==> src/rtl/timekeeper_core.sv <==
// Real-time clock core: seconds divider, 24-hour BCD time, handshake time load
// through a three-cycle binary-to-BCD conversion, 12/24-hour display and alarm.
module timekeeper_core #(
    parameter int unsigned CLK_HZ   = 50000000,
    parameter int unsigned ALARM_EN = 1
) (
    input  logic       clk,
    input  logic       rst,
    input  logic       run,
    input  logic       mode12,
    input  logic       set_valid,
    output logic       set_ready,
    input  logic [4:0] set_hour,
    input  logic [5:0] set_min,
    input  logic [5:0] set_sec,
    input  logic       alarm_we,
    input  logic       alarm_arm,
    input  logic [4:0] alarm_hour,
    input  logic [5:0] alarm_min,
    input  logic       alarm_ack,
    output logic [3:0] sec_1,
    output logic [2:0] sec_10,
    output logic [3:0] min_1,
    output logic [2:0] min_10,
    output logic [3:0] hour_1,
    output logic [1:0] hour_10,
    output logic       pm,
    output logic       tick,
    output logic       day_pulse,
    output logic       alarm,
    output logic       set_err
);

    localparam int unsigned DIV_W = (CLK_HZ > 2) ? $clog2(CLK_HZ) : 1;
    localparam logic [DIV_W-1:0] DIV_MAX = DIV_W'(CLK_HZ - 1);

    typedef enum logic [1:0] {IDLE, CONV_S, CONV_M, CONV_H} set_state_t;

    typedef struct packed {
        logic [1:0] h10;
        logic [3:0] h1;
        logic [2:0] m10;
        logic [3:0] m1;
        logic [2:0] s10;
        logic [3:0] s1;
    } bcd_time_t;

    // Inputs never exceed 63, so six subtract-ten steps suffice.
    function automatic logic [6:0] bin2bcd(input logic [6:0] v);
        logic [6:0] r;
        logic [2:0] t;
        r = v;
        t = '0;
        for (int unsigned i = 0; i < 6; i++) begin
            if (r >= 7'd10) begin
                r = r - 7'd10;
                t = t + 3'd1;
            end
        end
        return {t, r[3:0]};
    endfunction

    set_state_t       state_q, state_d;
    logic [4:0]       pay_h_q, pay_h_d;
    logic [5:0]       pay_m_q, pay_m_d;
    logic [5:0]       pay_s_q, pay_s_d;
    logic [6:0]       conv_s_q, conv_s_d;
    logic [6:0]       conv_m_q, conv_m_d;
    bcd_time_t        time_q, time_d, time_inc;
    logic [DIV_W-1:0] div_q, div_d;
    logic             tick_q, tick_d;
    logic             day_q, day_d;
    logic             err_q, err_d;
    logic             sec_tick, tick_adv, at_max, set_ok;
    logic [4:0]       hour_bin, disp_hr;

    assign sec_tick = run && (div_q == DIV_MAX);
    // The load edge (leaving CONV_H) swallows any coincident second.
    assign tick_adv = sec_tick && (state_q != CONV_H);
    assign at_max   = (time_q == {2'd2, 4'd3, 3'd5, 4'd9, 3'd5, 4'd9});
    assign set_ok   = (set_hour <= 5'd23) && (set_min <= 6'd59) && (set_sec <= 6'd59);

    always_comb begin
        time_inc = time_q;
        if (time_q.s1 != 4'd9) begin
            time_inc.s1 = time_q.s1 + 4'd1;
        end else begin
            time_inc.s1 = '0;
            if (time_q.s10 != 3'd5) begin
                time_inc.s10 = time_q.s10 + 3'd1;
            end else begin
                time_inc.s10 = '0;
                if (time_q.m1 != 4'd9) begin
                    time_inc.m1 = time_q.m1 + 4'd1;
                end else begin
                    time_inc.m1 = '0;
                    if (time_q.m10 != 3'd5) begin
                        time_inc.m10 = time_q.m10 + 3'd1;
                    end else begin
                        time_inc.m10 = '0;
                        if (time_q.h10 == 2'd2 && time_q.h1 == 4'd3) begin
                            time_inc.h10 = '0;
                            time_inc.h1  = '0;
                        end else if (time_q.h1 == 4'd9) begin
                            time_inc.h10 = time_q.h10 + 2'd1;
                            time_inc.h1  = '0;
                        end else begin
                            time_inc.h1 = time_q.h1 + 4'd1;
                        end
                    end
                end
            end
        end
    end

    always_comb begin
        state_d  = state_q;
        pay_h_d  = pay_h_q;
        pay_m_d  = pay_m_q;
        pay_s_d  = pay_s_q;
        conv_s_d = conv_s_q;
        conv_m_d = conv_m_q;
        time_d   = time_q;
        div_d    = div_q;
        tick_d   = 1'b0;
        day_d    = 1'b0;
        err_d    = 1'b0;

        if (run) div_d = (div_q == DIV_MAX) ? '0 : div_q + DIV_W'(1);
        if (tick_adv) begin
            time_d = time_inc;
            tick_d = 1'b1;
            day_d  = at_max;
        end

        case (state_q)
            IDLE: begin
                if (set_valid) begin
                    if (set_ok) begin
                        pay_h_d = set_hour;
                        pay_m_d = set_min;
                        pay_s_d = set_sec;
                        state_d = CONV_S;
                    end else begin
                        err_d = 1'b1;
                    end
                end
            end
            CONV_S: begin
                conv_s_d = bin2bcd({1'b0, pay_s_q});
                state_d  = CONV_M;
            end
            CONV_M: begin
                conv_m_d = bin2bcd({1'b0, pay_m_q});
                state_d  = CONV_H;
            end
            CONV_H: begin
                time_d  = {6'(bin2bcd({2'b00, pay_h_q})), conv_m_q, conv_s_q};
                div_d   = '0;
                state_d = IDLE;
            end
            default: state_d = IDLE;
        endcase
    end

    always_ff @(posedge clk) begin
        if (rst) begin
            state_q  <= IDLE;
            pay_h_q  <= '0;
            pay_m_q  <= '0;
            pay_s_q  <= '0;
            conv_s_q <= '0;
            conv_m_q <= '0;
            time_q   <= '0;
            div_q    <= '0;
            tick_q   <= 1'b0;
            day_q    <= 1'b0;
            err_q    <= 1'b0;
        end else begin
            state_q  <= state_d;
            pay_h_q  <= pay_h_d;
            pay_m_q  <= pay_m_d;
            pay_s_q  <= pay_s_d;
            conv_s_q <= conv_s_d;
            conv_m_q <= conv_m_d;
            time_q   <= time_d;
            div_q    <= div_d;
            tick_q   <= tick_d;
            day_q    <= day_d;
            err_q    <= err_d;
        end
    end

    always_comb begin
        hour_bin = 5'(time_q.h10) * 5'd10 + 5'(time_q.h1);
        disp_hr  = hour_bin;
        pm       = 1'b0;
        if (mode12) begin
            if (hour_bin == 5'd0) begin
                disp_hr = 5'd12;
            end else if (hour_bin >= 5'd12) begin
                pm = 1'b1;
                if (hour_bin > 5'd12) disp_hr = hour_bin - 5'd12;
            end
        end
        {hour_10, hour_1} = 6'(bin2bcd({2'b00, disp_hr}));
    end

    assign sec_1     = time_q.s1;
    assign sec_10    = time_q.s10;
    assign min_1     = time_q.m1;
    assign min_10    = time_q.m10;
    assign set_ready = (state_q == IDLE);
    assign tick      = tick_q;
    assign day_pulse = day_q;
    assign set_err   = err_q;

    if (ALARM_EN != 0) begin : g_alarm
        logic [5:0] alm_h_q, alm_h_d;
        logic [6:0] alm_m_q, alm_m_d;
        logic       armed_q, armed_d;
        logic       alarm_q, alarm_d;
        logic       hit;

        // Only a real second advance can match; a time load never fires.
        always_comb begin
            alm_h_d = alm_h_q;
            alm_m_d = alm_m_q;
            armed_d = armed_q;
            alarm_d = alarm_q;
            hit     = armed_q && tick_adv && (time_inc == {alm_h_q, alm_m_q, 7'd0});
            if (alarm_we && (alarm_hour <= 5'd23) && (alarm_min <= 6'd59)) begin
                alm_h_d = 6'(bin2bcd({2'b00, alarm_hour}));
                alm_m_d = bin2bcd({1'b0, alarm_min});
                armed_d = alarm_arm;
            end
            if (hit) alarm_d = 1'b1;
            else if (alarm_ack) alarm_d = 1'b0;
        end

        always_ff @(posedge clk) begin
            if (rst) begin
                alm_h_q <= '0;
                alm_m_q <= '0;
                armed_q <= 1'b0;
                alarm_q <= 1'b0;
            end else begin
                alm_h_q <= alm_h_d;
                alm_m_q <= alm_m_d;
                armed_q <= armed_d;
                alarm_q <= alarm_d;
            end
        end

        assign alarm = alarm_q;
    end else begin : g_no_alarm
        assign alarm = 1'b0;
    end

endmodule

==> config.mk <==
export PLATFORM = sky130hd
export DESIGN_NAME = timekeeper_core
export DESIGN_NICKNAME = d
export VERILOG_FILES = /design/src/rtl/timekeeper_core.sv
export SDC_FILE = /design/constraint.sdc
export NUM_CORES = 1
export LEC_CHECK = 0
export CORE_UTILIZATION = 52
export DETAILED_ROUTE_END_ITERATION = 8
export PLACE_DENSITY = 0.7
export SYNTH_ARGS = -nofsm -noshare
export SYNTH_HDL_FRONTEND = slang
export SYNTH_SLANG_ARGS = --single-unit
==> constraint.sdc <==
create_clock -name clk -period 19.6 [get_ports clk]
set_input_delay 5.88 -clock clk [delete_from_list [all_inputs] [get_ports clk]]
set_output_delay 5.88 -clock clk [all_outputs]
set_load 0.03 [all_outputs]
Word-level counts from Yosys, hierarchy flattened
Cells that the tools add are included.
- multiply operators: 1
- add/subtract/negate cells: 75
- eq/ne operators: 16
- reductions and logical operators: 18
- multiplexer cells: 150
- $lt $le $gt $ge: 43
- bitwise gates (word level): 3
- operators with widths (kind ; number):
    2-to-1 mux 7 bit ; 55
    greater-or-equal comparator 7 x 4 -> 1 bit, second input constant ; 30
    subtractor 7 x 4 -> 7 bit, second input constant ; 24
    2-to-1 mux 3 bit ; 32
    2-to-1 mux 2 bit ; 28
    adder 3 x 1 -> 3 bit, second input constant ; 17
    2-to-1 mux 20 bit ; 2
    2-to-1 mux 4 bit ; 9
    adder 2 x 1 -> 2 bit, second input constant ; 15
    adder 26 x 1 -> 26 bit, second input constant ; 1
    == test 26 bit, second input constant ; 1
    2-to-1 mux 26 bit ; 1
    subtractor 4 bit, second input constant ; 6
    subtractor 6 x 4 -> 7 bit, second input constant ; 3
    == test 20 bit ; 1
    == test 20 bit, second input constant ; 1
    greater-or-equal comparator 5 x 4 -> 1 bit, second input constant ; 4
    2-to-1 mux 5 bit ; 4
    greater-or-equal comparator 6 x 4 -> 1 bit, second input constant ; 3
    <= comparator 6 bit, second input constant ; 3
    subtractor 5 x 4 -> 6 bit, second input constant ; 3
    2-to-1 mux 16 bit ; 1
    2-to-1 mux 1 bit ; 13
    2-to-1 mux 13 bit ; 1
    27 further kinds ; 48
- flip-flop bits (word level): 97
- bits of input ports: 36

Depth between registers and ports, before layout
Gate-level depths: netlist of the first run.
- depth in word-level cells: 19
- mapped depth: 46
- gate-level depth less buffers: 46

Worst setup path after synthesis of the first run
OpenSTA, ideal clock, no wires.
- path type: input to output
- from: input mode12
- to: output hour_1[2]
- slack: 0.676 ns
- stages on the path: 35
- data required time: 13.720 ns
- buffers on the path: 2
- arrival time: 13.044 ns
- path through: clkbuf_1 o221ai_1 or2_2 ha_1 nor2b_1 nor2_1 o21ai_0 o221ai_2 inv_1 ha_1 nor2b_1 a32oi_1 nand2_1 buf_6 xnor2_2 inv_1 ha_1 inv_1 a31o_2 a221oi_1 o21ai_1 xnor2_1 a21oi_1 inv_1 ha_1 inv_1 o21ai_0 o21ai_2 mux2i_1 ha_1 o41ai_1 nor3_1 or4_1 o21ai_2 mux2i_1
- word-level cells in the longest chain between the ends: 13
- RTL lines (what ; RTL line ; RTL):
    start, declared ; 10 ; input logic mode12,
    2-to-1 mux 5 bit * ; 198 ; if (mode12) begin
    subtractor 5 x 4 -> 6 bit or greater-or-equal comparator 5 x 4 -> 1 bit (tied branches) ; 56, 55 ;
    2-to-1 mux 7 bit * ; 55 ; if (r >= 7'd10) begin
    subtractor 7 x 4 -> 7 bit or greater-or-equal comparator 7 x 4 -> 1 bit (tied branches) ; 56, 55 ;
    2-to-1 mux 7 bit * ; 55 ;
    subtractor 7 x 4 -> 7 bit or greater-or-equal comparator 7 x 4 -> 1 bit (tied branches) ; 56, 55 ;
    2-to-1 mux 7 bit * ; 55 ;
    subtractor 7 x 4 -> 7 bit or greater-or-equal comparator 7 x 4 -> 1 bit (tied branches) ; 56, 55 ;
    2-to-1 mux 7 bit * ; 55 ;
    subtractor 7 x 4 -> 7 bit or greater-or-equal comparator 7 x 4 -> 1 bit (tied branches) ; 56, 55 ;
    2-to-1 mux 7 bit * ; 55 ;
    greater-or-equal comparator 7 x 4 -> 1 bit or subtractor 4 bit (tied branches) ; 55, 56 ;
    2-to-1 mux 4 bit * ; 55 ;
    end, declared ; 25 ; output logic [3:0] hour_1,
Mark *: on every way between the ends. The rest lies on a longest branch, timed or not.

Final worst setup path of the first run
Same ends and word-level chain as after synthesis.

==> results of run 1 <==
worst max path at each step:
stage	start	end	slack, ps	cells after the start
floorplan	mode12	hour_1[2]	680	35
global placement	mode12	hour_1[2]	370	35
detailed placement	mode12	hour_1[2]	240	35
CTS	mode12	hour_1[2]	210	35
global route	mode12	hour_10[1]	30	37
finish	mode12	hour_1[2]	530	35
flip-flops by register name, summed over array words and instances, names as in the netlist:
name / count
alarm: 1
conv_m_q: 7
conv_s_q: 7
day_pulse: 1
div_q: 26
g_alarm.alm_h_q: 6
g_alarm.alm_m_q: 7
g_alarm.armed_q: 1
min_1: 4
min_10: 3
pay_h_q: 5
pay_m_q: 6
pay_s_q: 6
sec_1: 4
sec_10: 3
set_err: 1
state_q: 2
tick: 1
time_q: 6
routing by layer:
layer / up-vias / GRT usage
li1: 6762 / -
met1: 6092 / 0.331
met2: 296 / 0.419
met3: 33 / 0.0263
met4: 0 / 0.0622
met5: - / 0
repair_timing:
item | CTS | global route
setup buffers | 0 | 1
resized for setup | 0 | 4
setup endpoints to repair | 0 | 4
placed cells by master (no fill, tap or decap), drive strengths merged, types with 11 or more instances in the layout:
cell,count
mux2,23
o2111ai,14
o21ai,88
xnor2,88
nand2b,21
clkdlybuf4s50,55
o21a,17
nor4,19
xor2,35
nand4,24
mux2i,48
a2111oi,13
ha,97
nor3b,11
o31ai,16
nor3,56
inv,129
nand2,157
a21o,18
a31oi,26
dfxtp,97
nor2,187
a211oi,37
a21oi,96
a311oi,15
o211ai,25
and3,27
and2,26
buf,21
or3,24
nor2b,25
or2,25
nand3,66
area by class of cell:
type | count | area [sq um] | share of cell area
Clock buffer | 9 | 225 | 0.0157
Clock inverter | 7 | 70.1 | 0.00489
Inverter | 125 | 469 | 0.0327
Multi-Input combinational cell | 1520 | 10500 | 0.733
Sequential cell | 97 | 1940 | 0.135
Tap cell | 330 | 413 | 0.0288
Timing Repair Buffer | 76 | 706 | 0.0492
cells by family (layout without fill, tap and decap cells):
kind of cell | after synthesis | after routing
fa+ha+maj | 98 | 98
simple gates | 705 | 705
buf+inv | 206 | 217
flops | 97 | 97
xor+xnor | 123 | 123
mux | 72 | 72
compound gates | 522 | 522
through the flow:
stage                     setup slack (ps)   util  hold WS (ps)  cell area [sq um]
after floorplan                        676      -           446              13300
after global placement                 369  0.559           458              14000
after detailed placement               237  0.559           468              14000
after CTS                              212  0.570           483              14300
after global routing                  31.0  0.571           507              14300
final                                  531  0.571           480              14300
worst reg2reg max path: cells and delay by family, from the launching register on:
family	cells	cell delay, ps
buffers and inverters	6	730
DFF	1	480
adders and majority gates	6	1630
and+or+nand+nor	7	1490
AOI/OAI and AO/OA	15	3430
xor gates and xnor gates	2	660
muxes	2	560
==> results by stage, run 1 <==
Placement:
- The final weighted congestion of routability-driven global placement is roughly 0.9.
- Detailed placement ended at an HPWL of about 26000 um.
- After detailed placement, the design holds a cell count of 2147.
- The number of port buffers is 61.

Synth:
- The net count after synthesis is 1957.
- The number of synthesized register bits is 97.
- Yosys instantiated no cell more often than nor2_1.
- Of the post-synthesis cell area, the part taken by muxes is 0.0582.
- The post-synthesis share of cell area spent on and, or, nand and nor gates is 0.264.
- The xor and xnor fraction of the mapped netlist area is 0.0827.
- The largest family of logic cells by synthesized area is compound AO/OA/AOI/OAI gates.
- Summing every instance area after synthesis gives 13300 sq um.
- Among all flip-flop cells after synthesis, the most frequent one is dfxtp_1.
- Of the synthesized area, sequential elements account for 0.146.
- The share of synthesized area in the top cell type comes to 0.146.
- The number of enable flip-flop cells after synthesis is 0.
- After synthesis, the most frequently instantiated cells are nor2_1, nand2_1, inv_1.
- The warning count from the yosys run is 0.
- Yosys mapped the design onto 112 distinct sky130hd cell types.
- Counting every instance in the synthesized netlist gives 1823.
- The share of the synthesized area in compound gates (AO/OA/AOI/OAI) is 0.292.
- The synthesized area per cell is 7.30 sq um.
- Ranked by total cell area, the synthesized netlist is headed by dfxtp_1, ha_1, xnor2_1.
- The post-synthesis cell type with the largest combined area is dfxtp_1.
- The async set or reset register ratio after synthesis is 0.
- The post-synthesis share of cell area spent on full adders, half adders and majority gates is 0.0927.

Final layout:
- For this run, the number of standard cells in the final layout without fillers is 2164.
- The area growth from synthesis to layout is 7.80%.
- In the final layout, the share of cells above drive strength 1 is 0.0725.
- The number of filler instances in the final layout is 2460.
- The antenna diode instance count is 0.
- For this run, the post-layout net count is slightly below 2000.

Detailed routing:
- The DRC violation total after the first TritonRoute iteration is 915.
- The ratio of routed vias to standard cells is 6.09.
- The length of the first detailed-routing pass in iterations is 5.
- The wire length on met1 is 15700 um.
- The total detailed-routing wirelength is 32800 um.
- The detail route stage leaves a number of antenna-violating nets equal to 0.
- The routed length on met3 is 1320 um.
- The highest layer touched by signal routing is met4.
- The detailed route wirelength on metal2 is between 15000 and 20000 um.
- For this run, design rule violations remaining after detail routing come to 0.
- The routed wire length per instance is about 15 um.
- Detailed routing inserted a total of 13200 vias.

Timing:
- At the pin with the least slew margin, the transition time is 846 ps.
- Across the routed clock network, the largest skew measured is 10.3 ps.
- Summed over all failing endpoints, the final setup total negative slack is 0 ps.
- For this run, the top clock speed supported by timing is approximately 0.052 GHz.
- The worst slew slack as a fraction of its limit is 0.436.
- Setup repair after global routing left no endpoint under its margin.
- The final count of negative-setup-slack endpoints is 0.
- The clock period could shrink to 19070 ps.
- The number of hold-slack violations in the final timing report came to 0.
- The count of pins over their slew limit is 0.
- In the finished design, the share of the clock period the worst path needs comes to 0.973.

Setup path:
- The worst reg2reg path depth is 38.
- The capturing element type of the critical path is an output pin.
- The master of the slowest instance on the critical path is clkdlybuf4s50_1.
- The worst endpoint data arrival time is 13190 ps.
- The worst setup path is launched from an input pin.
- The number of buffers and inverters on the critical path is 7.
- The worst register-to-register path begins at pay_h_q[1].
- The family with the most delay on the worst path is compound AO/OA/AOI/OAI gates.
- The maximum cell stage delay along the critical path is 510 ps.
- Of all nets on the critical path, the largest fanout is 7.
- The worst setup path is of the input pin to output pin kind.
- For flop-to-flop paths, the worst setup slack is ~11000 ps.
- The worst path required time is 13720 ps.
- The worst register-to-register path ends at time_q[16].

Die:
- For this configuration, the core starts out at a cell density of 0.530.
- The region available for standard cell placement spans 25100 sq um.
- The die extent in y is 162 um.
- The floorplan has 58 rows.
- In this run the horizontal extent of the chip is 162 um.
- In this run the count of I/O pins placed on the die edge is 62.
- The die outline area is 26200 sq um.

Clocking:
- CTS built an H-tree with a depth of 3.
- CTS placed an instance of clkbuf_16 at the clock tree root.
- The clock transition at the registers of the reported paths is 80 ps.
- For this design, the CTS-stage hold fixing added 0 buffers.
- The clock buffer count from CTS is 9.
- In this run the deepest clock path goes through 2 buffers.
- The clock reaches the later pin of the worst-skew pair after ~360 ps.
- The clock net in this run drives a total of 97 sinks.
- TritonCTS built the clock tree.

Hold path:
- In this run the worst hold path is classified as flip-flop to flip-flop.
- The launch point of the worst hold path is alarm.
- The cell depth of the worst hold path is 2.
- The worst hold path endpoint is alarm.

Global routing:
- The via count of the first global-routing pass came to 11900.
- The total congestion overflow after global routing is 0.
- The initial antenna violation count came to 0.
- The pin count of the biggest net entering global routing is 61.
- The wire length of the first global-routing pass is 55100 um.
- For this run, the total global-route usage over all layers was measured as 0.247.

Status:
- The run finished with clean final reports.

Run:
- Across the run, the number of max-cap violations was 0.
Power of run 1 is left out: the tool's default activity adds up to more than one toggle a clock period on the data nets, which glitch-free logic cannot reach.
==> run 2: changes to the inputs <==
--- a/config.mk
+++ b/config.mk
@@ -6,6 +6,7 @@
 export NUM_CORES = 1
 export LEC_CHECK = 0
 export CORE_UTILIZATION = 52
+export CTS_CLUSTER_SIZE = 16
 export DETAILED_ROUTE_END_ITERATION = 8
 export PLACE_DENSITY = 0.7
 export SYNTH_ARGS = -nofsm -noshare
==> results of run 2 <==
Same layout as run 1: the final DEF is identical, and so are final timing and power.
Power of run 2 is left out for the same reason.
==> run 3: changes to the inputs <==
--- a/config.mk
+++ b/config.mk
@@ -5,10 +5,12 @@
 export SDC_FILE = /design/constraint.sdc
 export NUM_CORES = 1
 export LEC_CHECK = 0
+export CORE_ASPECT_RATIO = 2
 export CORE_UTILIZATION = 52
 export CTS_CLUSTER_SIZE = 16
 export DETAILED_ROUTE_END_ITERATION = 8
 export PLACE_DENSITY = 0.7
+export SKIP_CTS_REPAIR_TIMING = 1
 export SYNTH_ARGS = -nofsm -noshare
 export SYNTH_HDL_FRONTEND = slang
 export SYNTH_SLANG_ARGS = --single-unit
==> results by stage, run 3 (same netlist as run 1, synthesis figures left out) <==
Status:
- The flow ran to the end, and the final reports show no timing, DRC or antenna violations.

Clocking:
- The clock buffer count from CTS is 9 (unchanged).
- TritonCTS built the clock tree.
- In this run the clock root is driven by a clkbuf_16.
- The maximum root-to-sink buffer count is 2 (unchanged).
- The clock latency at the later pin of the worst-skew pair is 360 ps (about the same).
- The number of clock sinks is 97 (unchanged).
- The clock transition at the registers of the reported paths came to 70 ps (about the same).
- The maximum level of the CTS H-tree came to 3 (unchanged).

Global routing:
- The aggregate global-route resource usage is 0.275 (+0.0286).
- The initial antenna violation count is 0 (unchanged).
- The pin count of the biggest net entering global routing is 69 (+13%).
- The total congestion overflow after global routing is 0 (unchanged).
- The wire length of the first global-routing pass is 59500 um (+7.9%).
- The via count of the first global-routing pass is 13000 (+9.4%).

Timing:
- The post-route minimum period came to 19130 ps (+60.9 ps).
- The slew at the pin closest to its max-slew limit came to 858 ps (+12.1 ps).
- The portion of the clock cycle consumed by the worst path in the final layout is 0.976 (+0.00311).
- The summed negative setup slack over all endpoints is 0 ps (unchanged).
- The highest achievable clock rate is 0.0523 GHz (-0.32%).
- The number of hold-slack violations in the final timing report was 0 (unchanged).
- The final worst setup slack is 470 ps (-60.9 ps).
- The worst hold slack was 476 ps (-3.85 ps).
- The worst clock skew came to 8.77 ps (-1.54 ps).
- The final count of negative-setup-slack endpoints is 0 (unchanged).
- The worst slew slack as a fraction of its limit came to 0.428 (-0.00810).
- The count of pins over their slew limit came to 0 (unchanged).

Final layout:
- In the layout the commonest cells are nor2_1, nand2_1, inv_1, dfxtp_1, ha_1.
- The antenna diode instance count was 0 (unchanged).
- The number of filler instances in the final layout came to 2451 (-0.37%).
- The multi-input logic area was 10500 sq um (+0.20%).
- The fraction of final layout cells with drive strength greater than 1 is 0.0752 (+0.00269).
- The number of flip-flops in the largest register is 26 (unchanged).
- The register with the most flip-flops is div_q.
- The layout net count is 1965 (+0.10%).
- The total area of sequential cells is 1940 sq um (unchanged).
- The most common cell after layout, fill and taps aside is nor2_1.
- The relative area change from synthesis to final layout is 8.26%.

Placement:
- The pre-CTS worst setup slack came to 171 ps (-65.9 ps).
- The number of port buffers is 61 (unchanged).
- The placed wire-length estimate after detailed placement is 28700 um (+12%).
- The final weighted congestion of routability-driven global placement was 0.937 (+2.1%).

Detailed routing:
- The number of antenna-violating nets in the routed design is 0 (unchanged).
- The ratio of routed vias to standard cells was 6.22 (+2.1%).
- The DRC violation total after the first TritonRoute iteration is 657 (-28%).
- The residual DRC count is 0 (unchanged).
- The routed wire length per instance is 16.5 um (+9.3%).
- The via count came to 13500 (+2.4%).
- The length of the first detailed-routing pass in iterations is 5 (unchanged).
- The total detailed-routing wirelength was 35900 um (+9.7%).

Setup path:
- The worst setup path is captured at an output pin.
- The worst path required time was 13720 ps (about the same).
- The worst setup path is launched from an input pin.
- The worst endpoint data arrival time is 13250 ps (+60 ps).
- The maximum cell stage delay along the critical path is 450 ps (-60 ps).
- The master of the slowest instance on the critical path is a221oi_2.
- In this design, the critical path's most frequently occurring cell is inv_1.
- The setup path with the least slack is of type input pin to output pin.
- The largest driver fanout on the critical path is 8 (+1).

Die:
- The die outline area was 26300 sq um (+0.15%).
- The number of ports placed on the die boundary was 62 (unchanged).
- The starting utilization of the core area is 0.529 (-0.000580).
- The number of rows in the core area is 82 (+41%).
- The core outline area is 25100 sq um (+0.11%).
- The die width was 115 um (-29%).
- The die extent in y came to 228 um (+41%).

Run:
- The reported max-cap violation count is 0 (unchanged).

Hold path:
- The type of the most critical hold path is flip-flop to flip-flop.
run 3: cell type report:
class | instances | area share
clock inverter | 5 | 0.00426
sequential | 97 | 0.135
multi-input combinational | 1520 | 0.732
timing repair buffer | 78 | 0.0509
inverter | 125 | 0.0326
tap | 336 | 0.0292
clock buffer | 10 | 0.0166
run 3: worst paths after layout:
check         startpoint         end  slack [ps]  cells after the start
min reg2reg  conv_s_q[3]    sec_1[3]         480                      2
max reg2reg   pay_h_q[1]  time_q[16]       10030                     37
max               mode12   hour_1[2]         470                     34
min          conv_s_q[3]    sec_1[3]         480                      2
run 3: per-layer routing:
metal  global-route usage  wire (um)
met2                0.557      20000
met3               0.0300       1070
met5                    0          0
met1                0.260      13200
met4                0.137       1640
run 3: critical path: cells and delay by family:
kind	cells	cell delay (ps)
compound gates	14	3530
xor+xnor	2	280
fa+ha+maj	4	1020
buf+inv	8	1200
mux	2	440
simple gates	4	870
run 3: per-stage QoR:
| stage | instances | instance area, sq um | util |
|---|---|---|---|
| floorplan | 1823 | 13300 | - |
| global placement | 2154 | 14100 | 0.559 |
| detailed placement | 2154 | 14100 | 0.559 |
| CTS | 2169 | 14400 | 0.571 |
| global route | 2171 | 14400 | 0.573 |
| finish | 2171 | 14400 | 0.573 |
Power of run 3 is left out for the same reason.
